### src/rtl/accel_disp_pkg.sv
// Shared constants, FSM state type and helpers for the accelerometer BCD display path.
package accel_disp_pkg;

   localparam int DIGIT_W = 4;

   typedef enum logic [2:0] {
      IDLE  = 3'd0,
      LOAD  = 3'd1,
      SHIFT = 3'd2,
      STORE = 3'd3,
      DONE  = 3'd4
   } state_t;

   // Largest value representable in 'digits' decimal digits (10^digits - 1).
   function automatic logic [63:0] bcd_max(input int digits);
      logic [63:0] r;
      r = 64'd1;
      for (int i = 0; i < digits; i++) begin
         r = r * 64'd10;
      end
      return r - 64'd1;
   endfunction

endpackage

### src/rtl/bcd_add3_stage.sv
// Double-dabble correction: adds 3 to every BCD digit that is 5 or more.
module bcd_add3_stage
   import accel_disp_pkg::*;
#(
   parameter int DIGITS = 5
) (
   input  logic [DIGITS*DIGIT_W-1:0] bcd_in,
   output logic [DIGITS*DIGIT_W-1:0] bcd_adj
);

   always_comb begin
      bcd_adj = bcd_in;
      for (int d = 0; d < DIGITS; d++) begin
         if (bcd_in[d*DIGIT_W +: DIGIT_W] >= 4'd5) begin
            bcd_adj[d*DIGIT_W +: DIGIT_W] = bcd_in[d*DIGIT_W +: DIGIT_W] + 4'd3;
         end
      end
   end

endmodule

### src/rtl/accel_bcd_display.sv
// Sequential multi-channel binary-to-BCD converter for accelerometer samples.
// Define ACCEL_BCD_SIGNED_EN to treat samples as two's complement (default: unsigned).
module accel_bcd_display
   import accel_disp_pkg::*;
#(
   parameter int NUM_CH = 2,
   parameter int DATA_W = 16,
   parameter int DIGITS = 5
) (
   input  logic                             clk,
   input  logic                             reset_n,
   input  logic                             sample_valid,
   input  logic [NUM_CH*DATA_W-1:0]         sample_data,
   output logic                             busy,
   output logic                             out_valid,
   output logic [NUM_CH*DIGITS*DIGIT_W-1:0] bcd_out,
   output logic [NUM_CH-1:0]                sign_out,
   output logic [NUM_CH-1:0]                ovf_out
);

   localparam int BCD_W = DIGITS * DIGIT_W;
   localparam int SR_W  = BCD_W + DATA_W;
   localparam int CH_W  = (NUM_CH > 1) ? $clog2(NUM_CH) : 1;
   localparam int CNT_W = $clog2(DATA_W + 1);
   localparam int MAX_W = DATA_W + 1;

   localparam logic [CH_W-1:0]  LAST_CH  = CH_W'(NUM_CH - 1);
   localparam logic [CNT_W-1:0] LAST_BIT = CNT_W'(DATA_W - 1);

   // When 10^DIGITS exceeds the sample range, clamp so the compare never flags overflow.
   localparam logic [63:0]      MAX64   = bcd_max(DIGITS);
   localparam logic [63:0]      MAG_TOP = (64'd1 << DATA_W) - 64'd1;
   localparam logic [MAX_W-1:0] BCD_MAX = (MAX64 > MAG_TOP) ? MAX_W'(MAG_TOP) : MAX_W'(MAX64);

   state_t                    state;
   logic [NUM_CH*DATA_W-1:0]  sample_q;
   logic [CH_W-1:0]           ch_idx;
   logic [CNT_W-1:0]          bit_cnt;
   logic [SR_W-1:0]           sr;
   logic                      cur_ovf;
   logic [NUM_CH*BCD_W-1:0]   stage_bcd;
   logic [NUM_CH-1:0]         stage_ovf;

   logic [DATA_W-1:0]         samp;
   logic [DATA_W-1:0]         mag;
   logic                      samp_sign;
   logic                      ovf_now;
   logic [BCD_W-1:0]          bcd_adj;
   logic [BCD_W-1:0]          store_val;
   logic [NUM_CH*BCD_W-1:0]   stage_bcd_nxt;
   logic [NUM_CH-1:0]         stage_ovf_nxt;

   assign samp = sample_q[int'(ch_idx)*DATA_W +: DATA_W];

`ifdef ACCEL_BCD_SIGNED_EN
   logic signed [DATA_W-1:0]  samp_s;
   assign samp_s    = signed'(samp);
   assign samp_sign = samp[DATA_W-1];
   // Most-negative input negates to itself, which reads correctly as an unsigned magnitude.
   assign mag       = samp_sign ? DATA_W'(unsigned'(-samp_s)) : samp;
`else
   assign samp_sign = 1'b0;
   assign mag       = samp;
`endif

   assign ovf_now   = {1'b0, mag} > BCD_MAX;
   assign store_val = cur_ovf ? {DIGITS{4'h9}} : sr[SR_W-1 -: BCD_W];

   bcd_add3_stage #(
      .DIGITS (DIGITS)
   ) u_add3 (
      .bcd_in  (sr[SR_W-1 -: BCD_W]),
      .bcd_adj (bcd_adj)
   );

   always_comb begin
      stage_bcd_nxt = stage_bcd;
      stage_ovf_nxt = stage_ovf;
      stage_bcd_nxt[int'(ch_idx)*BCD_W +: BCD_W] = store_val;
      stage_ovf_nxt[ch_idx] = cur_ovf;
   end

   always_ff @(posedge clk or negedge reset_n) begin
      if (!reset_n) begin
         state     <= IDLE;
         busy      <= 1'b0;
         out_valid <= 1'b0;
         sample_q  <= '0;
         ch_idx    <= '0;
         bit_cnt   <= '0;
         sr        <= '0;
         cur_ovf   <= 1'b0;
         stage_bcd <= '0;
         stage_ovf <= '0;
         bcd_out   <= '0;
         ovf_out   <= '0;
      end else begin
         out_valid <= 1'b0;
         case (state)
            IDLE: begin
               if (sample_valid) begin
                  sample_q <= sample_data;
                  ch_idx   <= '0;
                  busy     <= 1'b1;
                  state    <= LOAD;
               end
            end
            LOAD: begin
               cur_ovf <= ovf_now;
               sr      <= {{BCD_W{1'b0}}, mag};
               bit_cnt <= '0;
               state   <= SHIFT;
            end
            SHIFT: begin
               sr      <= {bcd_adj[BCD_W-2:0], sr[DATA_W-1:0], 1'b0};
               bit_cnt <= bit_cnt + 1'b1;
               if (bit_cnt == LAST_BIT) begin
                  state <= STORE;
               end
            end
            STORE: begin
               stage_bcd <= stage_bcd_nxt;
               stage_ovf <= stage_ovf_nxt;
               // Publishing on the last STORE edge makes the results visible during DONE.
               if (ch_idx == LAST_CH) begin
                  bcd_out   <= stage_bcd_nxt;
                  ovf_out   <= stage_ovf_nxt;
                  out_valid <= 1'b1;
                  state     <= DONE;
               end else begin
                  ch_idx <= ch_idx + 1'b1;
                  state  <= LOAD;
               end
            end
            DONE: begin
               busy  <= 1'b0;
               state <= IDLE;
            end
            default: begin
               busy  <= 1'b0;
               state <= IDLE;
            end
         endcase
      end
   end

`ifdef ACCEL_BCD_SIGNED_EN
   logic                 cur_sign;
   logic [NUM_CH-1:0]    stage_sign;
   logic [NUM_CH-1:0]    stage_sign_nxt;
   logic [NUM_CH-1:0]    sign_q;

   always_comb begin
      stage_sign_nxt = stage_sign;
      stage_sign_nxt[ch_idx] = cur_sign;
   end

   always_ff @(posedge clk or negedge reset_n) begin
      if (!reset_n) begin
         cur_sign   <= 1'b0;
         stage_sign <= '0;
         sign_q     <= '0;
      end else begin
         if (state == LOAD) begin
            cur_sign <= samp_sign;
         end
         if (state == STORE) begin
            stage_sign <= stage_sign_nxt;
            if (ch_idx == LAST_CH) begin
               sign_q <= stage_sign_nxt;
            end
         end
      end
   end

   assign sign_out = sign_q;
`else
   assign sign_out = '0;
`endif

endmodule
### config.mk
export PLATFORM = sky130hd
export DESIGN_NAME = accel_bcd_display
export DESIGN_NICKNAME = d
export VERILOG_FILES = /design/src/rtl/accel_disp_pkg.sv /design/src/rtl/bcd_add3_stage.sv /design/src/rtl/accel_bcd_display.sv
export SDC_FILE = /design/constraint.sdc
export NUM_CORES = 1
export LEC_CHECK = 0
export CORE_UTILIZATION = 60
export DETAILED_ROUTE_END_ITERATION = 16
export DONT_BUFFER_PORTS = 1
export PLACE_DENSITY = 0.76
export SETUP_SLACK_MARGIN = 0.2
export SYNTH_ARGS = -nofsm -noshare
export SYNTH_HDL_FRONTEND = slang
export SYNTH_HIERARCHICAL = 1
export SYNTH_SLANG_ARGS = --single-unit
export TNS_END_PERCENT = 5
### constraint.sdc
create_clock -name clk -period 1.96 [get_ports clk]
set_input_delay 0.294 -clock clk [delete_from_list [all_inputs] [get_ports clk]]
set_output_delay 0.294 -clock clk [all_outputs]
set_load 0.005 [all_outputs]
==> qor.json, run 1 <==
{
  "drt": {
    "vias_per_cell": 5.47,
    "wirelength_um": 11100,
    "detail_route.iter0.violations": 184,
    "detail_route.drc_violations": 0,
    "average_detailed_routed_wire_length_per_instance_um": 15.7,
    "dr.pass1.iters": 7,
    "antenna_nets_post_route": 0,
    "routed_via_count": 3874
  },
  "clock_tree": {
    "cts_inserted_buffers": 17,
    "clock_tree_buffer_depth": 2,
    "clock-sinks": 142,
    "postCtsHoldBufs": 32,
    "post_cts_buffers": 0,
    "clock_tree.htree_level_count": 4,
    "clock_insertion_delay_at_the_later_pin_of_the_skew_report_ns": 0.53,
    "clock_tree_root": "sky130_fd_sc_hd__clkbuf_8",
    "worst_setup_hold_path_clk_slew_ns": 0.06,
    "tritoncts": "built"
  },
  "floorplanning": {
    "io_pins": 81,
    "floorplan.rows": 36,
    "core_sq_mm": 0.00982,
    "die-width_um": 103,
    "die-height_um": 103,
    "die_area_sq_mm": 0.0105,
    "floorplan.initialDensity": 0.619
  },
  "placement": {
    "numPortBuffers": 0,
    "dp_hpwl_um": 6490,
    "placedCellCount": 644,
    "place_congestion": 0.708,
    "pre_cts_slack_ns": 0.177,
    "placement.cell_area_sq_mm": 0.00619
  },
  "finish": {
    "num-nets-final": 610,
    "layout-drive-gt1-share": 0.176,
    "finalInstanceArea_sq_mm": 0.00719,
    "final-instance-count-excl-fill": 708,
    "num-fill-cells": 687,
    "area_delta_synth_final_pct": 18.2,
    "antenna-diode-count": 0
  },
  "power_and_ir_drop": {
    "vdd.ir_drop.worst_v": 0.000834,
    "leakage_nw": 3.48,
    "total_power_density_per_cell_area_mw_per_mm2": 1660
  },
  "sta": {
    "post-route-min-period_ns": 1.76,
    "worst_slew_pin_slew_ns": 0.534,
    "timing.hold.ws_ns": -0.535,
    "slew_headroom": 0.643,
    "setup-violations-final": 0,
    "grt_setup_unrepaired": "yes",
    "hold_viol": 142,
    "post-route-period-util": 0.895,
    "slew_violations": 0,
    "setup_slack_ns": 0.205,
    "achievable-frequency_mhz": 570,
    "worst_clock_skew_ns": 0.00712,
    "setup-tns-final_ns": 0
  },
  "synthesis": {
    "postSynthAreaPerCell_sq_um": 11.5,
    "postSynthCellCount": 530,
    "synth_warnings": 6,
    "post_synthesis_cell_area_sq_mm": 0.00608
  },
  "status": {
    "status": "complete, but fails checks",
    "failed_checks": "negative hold slack"
  },
  "run": {
    "cap_viol_max_count": 0
  },
  "worst_setup_path": {
    "timing.rr.end": "bit_cnt[3]",
    "worst-endpoint-required_ns": 2.37,
    "rr_startpoint": "state[2]",
    "timing.critical_path.to_type": "flip-flop",
    "worstRegToRegCells": 5,
    "cp.arrival_ns": 2.16,
    "timing.critical_path.from_type": "flip-flop",
    "setup.reg_to_reg.worst_slack_ns": 0.20,
    "classification_of_the_worst_setup_path": "reg2reg",
    "cp_max_fo": 41
  },
  "grt": {
    "grt_first_pass_wirelength_um": 18400,
    "vias_in_the_first_global_route": 3946,
    "grt_overflow_total": 0,
    "grt_use_total": 0.233,
    "grt_antenna_before_repair": 0,
    "largest_net_degree_at_the_start_of_global_routing": 143
  },
  "worst_hold_path": {
    "hold_path.class": "in2async"
  }
}
## layout make-up
| type | count | area [sq um] | share of cell area |
|---|---|---|---|
| well taps | 133 | 166 | 0.0232 |
| repair buffers | 44 | 423 | 0.0589 |
| inverters | 16 | 60.1 | 0.00836 |
| multi-input cells | 342 | 2320 | 0.323 |
| flip-flops and latches | 142 | 3550 | 0.495 |
| clock inverters | 10 | 210 | 0.0293 |
| clock buffers | 21 | 449 | 0.0625 |
## what timing repair did
item	4_1_cts	5_1_grt
hold endpoints to repair	174	142
gates cloned	1	0
resized for setup	0	1
pin swaps	0	0
setup endpoints to repair	1	26
## worst max-delay path, cell delays in order (launching register included)
cell and delay [ns]:
sky130_fd_sc_hd__dfrtp_1 0.37, sky130_fd_sc_hd__buf_4 0.16, sky130_fd_sc_hd__nor3b_4 0.34, sky130_fd_sc_hd__buf_4 0.45, sky130_fd_sc_hd__nand4_1 0.17, sky130_fd_sc_hd__mux2i_1 0.14
## layer usage
layer	wire length (um)	share of wire	up-vias	GRT usage
met2	5600	0.50	99	0.383
li1	-	-	1844	-
met5	0	0	-	0
met1	4830	0.43	1919	0.289
met3	549	0.049	12	0.0685
met4	137	0.012	0	0.0967
## metrics by stage
step | util | hold WS (ns) | total power [mW]
final | 0.732 | -0.535 | 11.9
after global routing | 0.732 | -0.571 | 12.7
after CTS | 0.731 | -0.564 | 12.0
after detailed placement | 0.631 | 0.00160 | 8.33
after global placement | 0.631 | 0.00215 | 8.06
after floorplan | - | -0.00159 | 7.64
## how the worst max path moves through the flow
stage	from	endpoint	slack, ns	cells after the start
4_1_cts	state[0]	sr[23]	0.22	3
3_3_place_gp	state[1]	bit_cnt[0]	0.22	4
5_1_grt	state[2]	bit_cnt[3]	0.11	5
3_5_place_dp	state[1]	bit_cnt[0]	0.18	4
2_1_floorplan	state[1]	sr[10]	0.21	7
6_report	state[2]	bit_cnt[3]	0.20	5
## power breakdown
group,switching [mW],internal [mW],total [mW],leakage (nW)
Clock,1.17,2.39,3.56,0.318
Sequential,0.905,4.14,5.05,1.80
Combinational,1.62,1.72,3.34,1.36
Total,3.69,8.25,11.9,3.48
## flip-flops by register name, indices dropped and copies added (netlist names)
| name | count |
|---|---|
| sr | 36 |
| bit_cnt | 5 |
| busy | 1 |
| ovf_out | 2 |
| bcd_out | 40 |
| state | 3 |
| out_valid | 1 |
| sample_q | 32 |
| stage_bcd | 20 |
| ch_idx | 1 |
| stage_ovf | 1 |
## cell usage in the layout, fill, tap and decap left out, types with 2 or more instances in the layout
cell type and instances:
sky130_fd_sc_hd__buf_4 11, sky130_fd_sc_hd__conb_1 2, sky130_fd_sc_hd__a21oi_1 2, sky130_fd_sc_hd__a21oi_2 5, sky130_fd_sc_hd__nor2b_4 2, sky130_fd_sc_hd__a221o_1 16
sky130_fd_sc_hd__clkbuf_8 3, sky130_fd_sc_hd__a22o_1 22, sky130_fd_sc_hd__ha_1 12, sky130_fd_sc_hd__o21ai_0 4, sky130_fd_sc_hd__nor2_1 24, sky130_fd_sc_hd__mux2_1 4
sky130_fd_sc_hd__mux2i_1 23, sky130_fd_sc_hd__nand2b_1 9, sky130_fd_sc_hd__clkinv_4 2, sky130_fd_sc_hd__mux2_2 49, sky130_fd_sc_hd__dfrtp_1 142, sky130_fd_sc_hd__xnor2_1 5
sky130_fd_sc_hd__nand2_1 144, sky130_fd_sc_hd__nor2b_1 2, sky130_fd_sc_hd__bufinv_16 6, sky130_fd_sc_hd__dlygate4sd3_1 32, sky130_fd_sc_hd__inv_1 15, sky130_fd_sc_hd__clkbuf_1 2
sky130_fd_sc_hd__clkbuf_16 16, sky130_fd_sc_hd__o21ai_1 4
Note: power is estimated with default switching activity, not from simulation.
==> run 2, diff against run 1 <==
Settings changed: REMOVE_ABC_BUFFERS set to 1, SLEW_MARGIN set to 20.
==> run 2 against run 1 <==
Net effect: the run still ends with negative hold slack left; count of clock-buffer cells in the layout down 2; setup slack lost 0.0043 ns; critical path depth down 1; core utilization rose by 0.20 points; die area is the same; flip-flop and latch count stayed put; non-clock buffer count did not move; power down 0.40%; final area is 0.28% higher; critical endpoint is now sample_q[9]; largest cell class unchanged.
==> qor.json, run 2 (synthesis gave the netlist of run 1 again) <==
{
  "status": {
    "status": "complete, but fails checks",
    "failed_checks": "negative hold slack"
  },
  "worst_setup_path": {
    "classification_of_the_worst_setup_path": "reg2reg",
    "cp_max_fo": 26,
    "cp_slowest_stage_delay_ns": 0.50,
    "worst-endpoint-required_ns": 2.36,
    "timing.critical_path.from_type": "flip-flop",
    "worst_path_max_delay_cell": "sky130_fd_sc_hd__or3b_2",
    "cp.arrival_ns": 2.16,
    "timing.critical_path.to_type": "flip-flop",
    "crit_chain": "or3b_2 -> nor2_2 -> buf_12 -> mux2_2",
    "critical_path_buf_inv_count": 1,
    "timing.critical_path.max_delay_family": "simple AND/OR/NAND/NOR gates"
  },
  "clock_tree": {
    "postCtsHoldBufs": 32,
    "clock_tree_buffer_depth": 2,
    "clock_tree.htree_level_count": 4,
    "tritoncts": "built",
    "clock-sinks": 142,
    "clock_tree_root": "sky130_fd_sc_hd__clkbuf_8",
    "clock_insertion_delay_at_the_later_pin_of_the_skew_report_ns": 0.52,
    "worst_setup_hold_path_clk_slew_ns": 0.06,
    "cts_inserted_buffers": 17
  },
  "finish": {
    "antenna-diode-count": 0,
    "final-instance-count-excl-fill": 707,
    "num-fill-cells": 683,
    "largest_register_ff_count": 40,
    "layout_commonest_cell": "sky130_fd_sc_hd__nand2_1",
    "top_register_by_number_of_flip_flops": "bcd_out",
    "area_delta_synth_final_pct": 18.5,
    "finalInstanceArea_sq_mm": 0.00721,
    "reg.largest.list": "bcd_out x40, sr x36, sample_q x32",
    "layout.cells.most_common_list": "sky130_fd_sc_hd__nand2_1, sky130_fd_sc_hd__dfrtp_1, sky130_fd_sc_hd__mux2_2",
    "layout-drive-gt1-share": 0.176,
    "num-nets-final": 610
  },
  "placement": {
    "placedCellCount": 644,
    "pre_cts_slack_ns": 0.142,
    "placement.cell_area_sq_mm": 0.00622,
    "place_congestion": 0.770,
    "numPortBuffers": 0,
    "dp_hpwl_um": 6280
  },
  "floorplanning": {
    "core_sq_mm": 0.00982,
    "die-width_um": 103,
    "io_pins": 81,
    "floorplan.initialDensity": 0.619,
    "die_area_sq_mm": 0.0105,
    "die-height_um": 103,
    "floorplan.rows": 36
  },
  "grt": {
    "vias_in_the_first_global_route": 3963,
    "grt_overflow_total": 0,
    "grt_antenna_before_repair": 0,
    "grt_use_total": 0.229,
    "largest_net_degree_at_the_start_of_global_routing": 143,
    "grt_first_pass_wirelength_um": 18200
  },
  "sta": {
    "timing.hold.ws_ns": -0.530,
    "post-route-min-period_ns": 1.76,
    "setup-violations-final": 0,
    "slew_violations": 0,
    "achievable-frequency_mhz": 568,
    "slew_headroom": 0.620,
    "worst_clock_skew_ns": 0.00531,
    "grt_setup_unrepaired": "yes",
    "post-route-period-util": 0.898,
    "setup_slack_ns": 0.201,
    "hold_viol": 142,
    "worst_slew_pin_slew_ns": 0.569,
    "setup-tns-final_ns": 0
  },
  "drt": {
    "vias_per_cell": 5.45,
    "detail_route.drc_violations": 0,
    "routed_via_count": 3851,
    "antenna_nets_post_route": 0,
    "dr.pass1.iters": 4,
    "average_detailed_routed_wire_length_per_instance_um": 15.3,
    "detail_route.iter0.violations": 204,
    "wirelength_um": 10800
  },
  "run": {
    "cap_viol_max_count": 0
  },
  "power_and_ir_drop": {
    "netSwitchingPower_mw": 3.65,
    "p_int_mw": 8.25,
    "leakage_nw": 3.49,
    "total_power_density_per_cell_area_mw_per_mm2": 1650,
    "power.share.clock": 0.293,
    "comb_power_share": 0.282,
    "seqPwrFrac": 0.424,
    "vdd.ir_drop.worst_v": 0.000784,
    "netSwitchingFraction": 0.307
  },
  "worst_hold_path": {
    "hold_path.class": "in2async"
  }
}
-- run 2: power groups by stage --
stage / clock network [mW] / logic [mW] / registers, mW
floorplan: 0 / 2.52 / 4.87
global placement: 0 / 3.09 / 5.02
detailed placement: 0 / 3.27 / 5.08
CTS: 3.54 / 3.37 / 5.05
global route: 3.68 / 3.77 / 5.24
finish: 3.49 / 3.36 / 5.05
-- run 2: worst reg2reg max path, stage by stage (launching register included) --
cell and delay, ns:
sky130_fd_sc_hd__dfrtp_1 0.38, sky130_fd_sc_hd__or3b_2 0.50, sky130_fd_sc_hd__nor2_2 0.19, sky130_fd_sc_hd__buf_12 0.21, sky130_fd_sc_hd__mux2_2 0.37
-- run 2: final timing paths --
path | startpoint | endpoint | slack (ns) | depth (start not counted)
setup / recovery | state[2] | sample_q[9] | 0.20 | 4
hold / removal | reset_n | bcd_out[13] | -0.53 | 0
setup reg to reg | state[2] | sample_q[9] | 0.20 | 4
hold reg to reg | stage_bcd[15] | bcd_out[15] | 0.46 | 2
max in group asynchronous | reset_n | stage_bcd[2] | 2.28 | 0
min in group clk | sample_valid | busy | 0.07 | 3
-- run 2: metal layers --
metal	routed length, um	vias to the layer above	part of all wire	global-route usage
met2	5500	93	0.51	0.391
li1	-	1841	-	-
met1	4640	1902	0.43	0.272
met5	0	-	0	0
met3	517	15	0.048	0.0759
met4	163	0	0.015	0.0758
-- run 2: final cells by class --
class	count	area, sq um	share of cell area
Clock inverter	11	215	0.0299
Sequential cell	142	3550	0.493
Inverter	16	60.1	0.00833
Clock buffer	19	432	0.0599
Timing Repair Buffer	44	460	0.0639
Tap cell	133	166	0.0231
Multi-Input combinational cell	342	2320	0.322
-- run 2: per-stage QoR --
step	power [mW]	utilization	hold slack [ns]
floorplan	7.39	-	-0.00159
global placement	8.11	0.634	0.000900
detailed placement	8.36	0.634	0.000786
CTS	12.0	0.733	-0.553
global route	12.7	0.734	-0.564
finish	11.9	0.734	-0.530
-- run 2: repair_timing --
item | 4_1_cts | 5_1_grt
buffers inserted | 0 | 0
setup endpoints to repair | 39 | 47
gates cloned | 1 | 0
pin swaps | 0 | 0
gates resized for setup | 0 | 1
endpoints found under the hold margin | 174 | 142
==> run 3, diff against run 2 <==
Settings changed: ABC_AREA set to 1.
==> run 3 against run 2 <==
Net effect: the flow still finishes with violations (negative hold slack); critical path type unchanged; fmax grew 14%; area after synthesis grew 12%; global-route usage grew 3.7 points; final cell count grew 44%; clock power is essentially flat; power shrank 9.4%.
==> qor.json, run 3 <==
{
  "placement": {
    "place_congestion": 0.810,
    "dp_hpwl_um": 8740,
    "placement.cell_area_sq_mm": 0.00685,
    "placedCellCount": 954,
    "numPortBuffers": 0,
    "pre_cts_slack_ns": 0.442
  },
  "finish": {
    "ff_latch_area_sq_mm": 0.00355,
    "final-instance-count-excl-fill": 1015,
    "layout-drive-gt1-share": 0.102,
    "largest_register_ff_count": 40,
    "layout_commonest_cell": "sky130_fd_sc_hd__nand2_1",
    "num-fill-cells": 823,
    "postLayoutCoreUtil": 0.712,
    "reg.largest.list": "bcd_out x40, sr x36, sample_q x32",
    "total_area_of_multi_input_combinational_cells_sq_mm": 0.00276,
    "finalInstanceArea_sq_mm": 0.00778,
    "layout.cells.most_common_list": "sky130_fd_sc_hd__nand2_1, sky130_fd_sc_hd__dfrtp_1, sky130_fd_sc_hd__nand3_1",
    "top_register_by_number_of_flip_flops": "bcd_out",
    "area_delta_synth_final_pct": 14.4,
    "antenna-diode-count": 0,
    "num-nets-final": 909
  },
  "status": {
    "status": "complete, but fails checks",
    "failed_checks": "negative hold slack"
  },
  "floorplanning": {
    "die_area_sq_mm": 0.0118,
    "die-width_um": 109,
    "floorplan.initialDensity": 0.622,
    "core_sq_mm": 0.0109,
    "floorplan.rows": 38,
    "io_pins": 81,
    "die-height_um": 109
  },
  "clock_tree": {
    "clock_tree_root": "sky130_fd_sc_hd__clkbuf_16",
    "clock_tree.htree_level_count": 4,
    "worst_setup_hold_path_clk_slew_ns": 0.06,
    "clock_insertion_delay_at_the_later_pin_of_the_skew_report_ns": 0.42,
    "cts_inserted_buffers": 17,
    "postCtsHoldBufs": 29,
    "post_cts_buffers": 0,
    "tritoncts": "built",
    "clock-sinks": 142,
    "ctsResizeCount": 0,
    "clock_tree_buffer_depth": 2
  },
  "sta": {
    "timing.hold.ws_ns": -0.428,
    "post-route-period-util": 0.789,
    "hold_viol": 142,
    "achievable-frequency_mhz": 647,
    "worst_clock_skew_ns": 0.00823,
    "setup-tns-final_ns": 0,
    "grt_setup_unrepaired": "no",
    "setup_slack_ns": 0.413,
    "slew_violations": 0,
    "post-route-min-period_ns": 1.55,
    "setup-violations-final": 0
  },
  "worst_hold_path": {
    "hold_path.class": "in2async"
  },
  "power_and_ir_drop": {
    "leakage_nw": 4.02,
    "total_power_density_per_cell_area_mw_per_mm2": 1380,
    "vdd.ir_drop.worst_v": 0.000922,
    "finalPower_mw": 10.8
  },
  "drt": {
    "average_detailed_routed_wire_length_per_instance_um": 14.2,
    "routed_via_count": 5457,
    "vias_per_cell": 5.38,
    "detail_route.iter0.violations": 311,
    "dr.pass1.iters": 5,
    "detail_route.drc_violations": 0,
    "antenna_nets_post_route": 0,
    "wirelength_um": 14400
  },
  "worst_setup_path": {
    "classification_of_the_worst_setup_path": "reg2reg",
    "timing.critical_path.from_type": "flip-flop",
    "cp_slowest_stage_delay_ns": 0.45,
    "cp_max_fo": 34,
    "cp.arrival_ns": 1.90,
    "crit_chain": "buf_4 -> buf_4 -> nand2_1 -> nand2_1 -> nand2_1 -> nand3_1",
    "crit_path_frequent_cell": "sky130_fd_sc_hd__nand2_1",
    "timing.critical_path.max_delay_family": "buffers and inverters",
    "critical_path_buf_inv_count": 2,
    "worst-endpoint-required_ns": 2.31,
    "timing.critical_path.to_type": "flip-flop",
    "worst_path_max_delay_cell": "sky130_fd_sc_hd__buf_4"
  },
  "synthesis": {
    "postSynthCellCount": 846,
    "postSynthAreaPerCell_sq_um": 8.05,
    "synth_warnings": 6,
    "post_synthesis_cell_area_sq_mm": 0.00681
  },
  "grt": {
    "grt_antenna_before_repair": 0,
    "largest_net_degree_at_the_start_of_global_routing": 143,
    "grt_first_pass_wirelength_um": 24200,
    "grt_use_total": 0.265,
    "vias_in_the_first_global_route": 5339,
    "grt_overflow_total": 0
  },
  "run": {
    "cap_viol_max_count": 0
  }
}
run 3: changes by cell type in the layout (fill, tap and decap cells not counted), sizes merged, moves of 4 or more:
cell,delta
nand2,+241
nand3,+110
mux2,-53
o21ai,+52
inv,+42
mux2i,-23
a22o,-22
a221o,-16
nand2b,-9
nor2,-7
xnor2,-5
nor2b,-4
run 3: routing by layer:
| layer | part of all wire | track usage | wire [um] | vias up |
|---|---|---|---|---|
| met3 | 0.042 | 0.0506 | 604 | 16 |
| met5 | 0 | 0 | 0 | - |
| met1 | 0.42 | 0.304 | 6010 | 2607 |
| met4 | 0.013 | 0.102 | 186 | 0 |
| li1 | - | - | - | 2687 |
| met2 | 0.53 | 0.486 | 7560 | 147 |
run 3: path summary, 6_finish.rpt:
path                            startpoint           end  slack, ns  depth (start not counted)
setup / recovery                    ch_idx        sr[15]       0.41                          6
hold / removal                     reset_n   bcd_out[32]      -0.43                          0
setup reg to reg                    ch_idx        sr[15]       0.41                          6
hold reg to reg               sample_q[24]  sample_q[24]       0.47                          2
max in group asynchronous          reset_n        ch_idx       2.22                          0
min in group clk           sample_data[25]  sample_q[25]       0.02                          2
run 3: worst reg2reg max path: stages (launching register included):
cell	delay [ns]
sky130_fd_sc_hd__dfrtp_2	0.36
sky130_fd_sc_hd__buf_4	0.31
sky130_fd_sc_hd__buf_4	0.45
sky130_fd_sc_hd__nand2_1	0.13
sky130_fd_sc_hd__nand2_1	0.09
sky130_fd_sc_hd__nand2_1	0.05
sky130_fd_sc_hd__nand3_1	0.10
run 3: power by group:
part	total [mW]	switching (mW)	internal, mW
Clock	3.51	1.19	2.31
Sequential	4.12	0.490	3.64
Combinational	3.14	2.17	0.977
run 3: layout make-up:
class	instances	area share
Clock buffer	20	0.0587
Clock inverter	12	0.0244
Inverter	58	0.0280
Multi-Input combinational cell	599	0.355
Sequential cell	142	0.457
Tap cell	140	0.0225
Timing Repair Buffer	44	0.0550
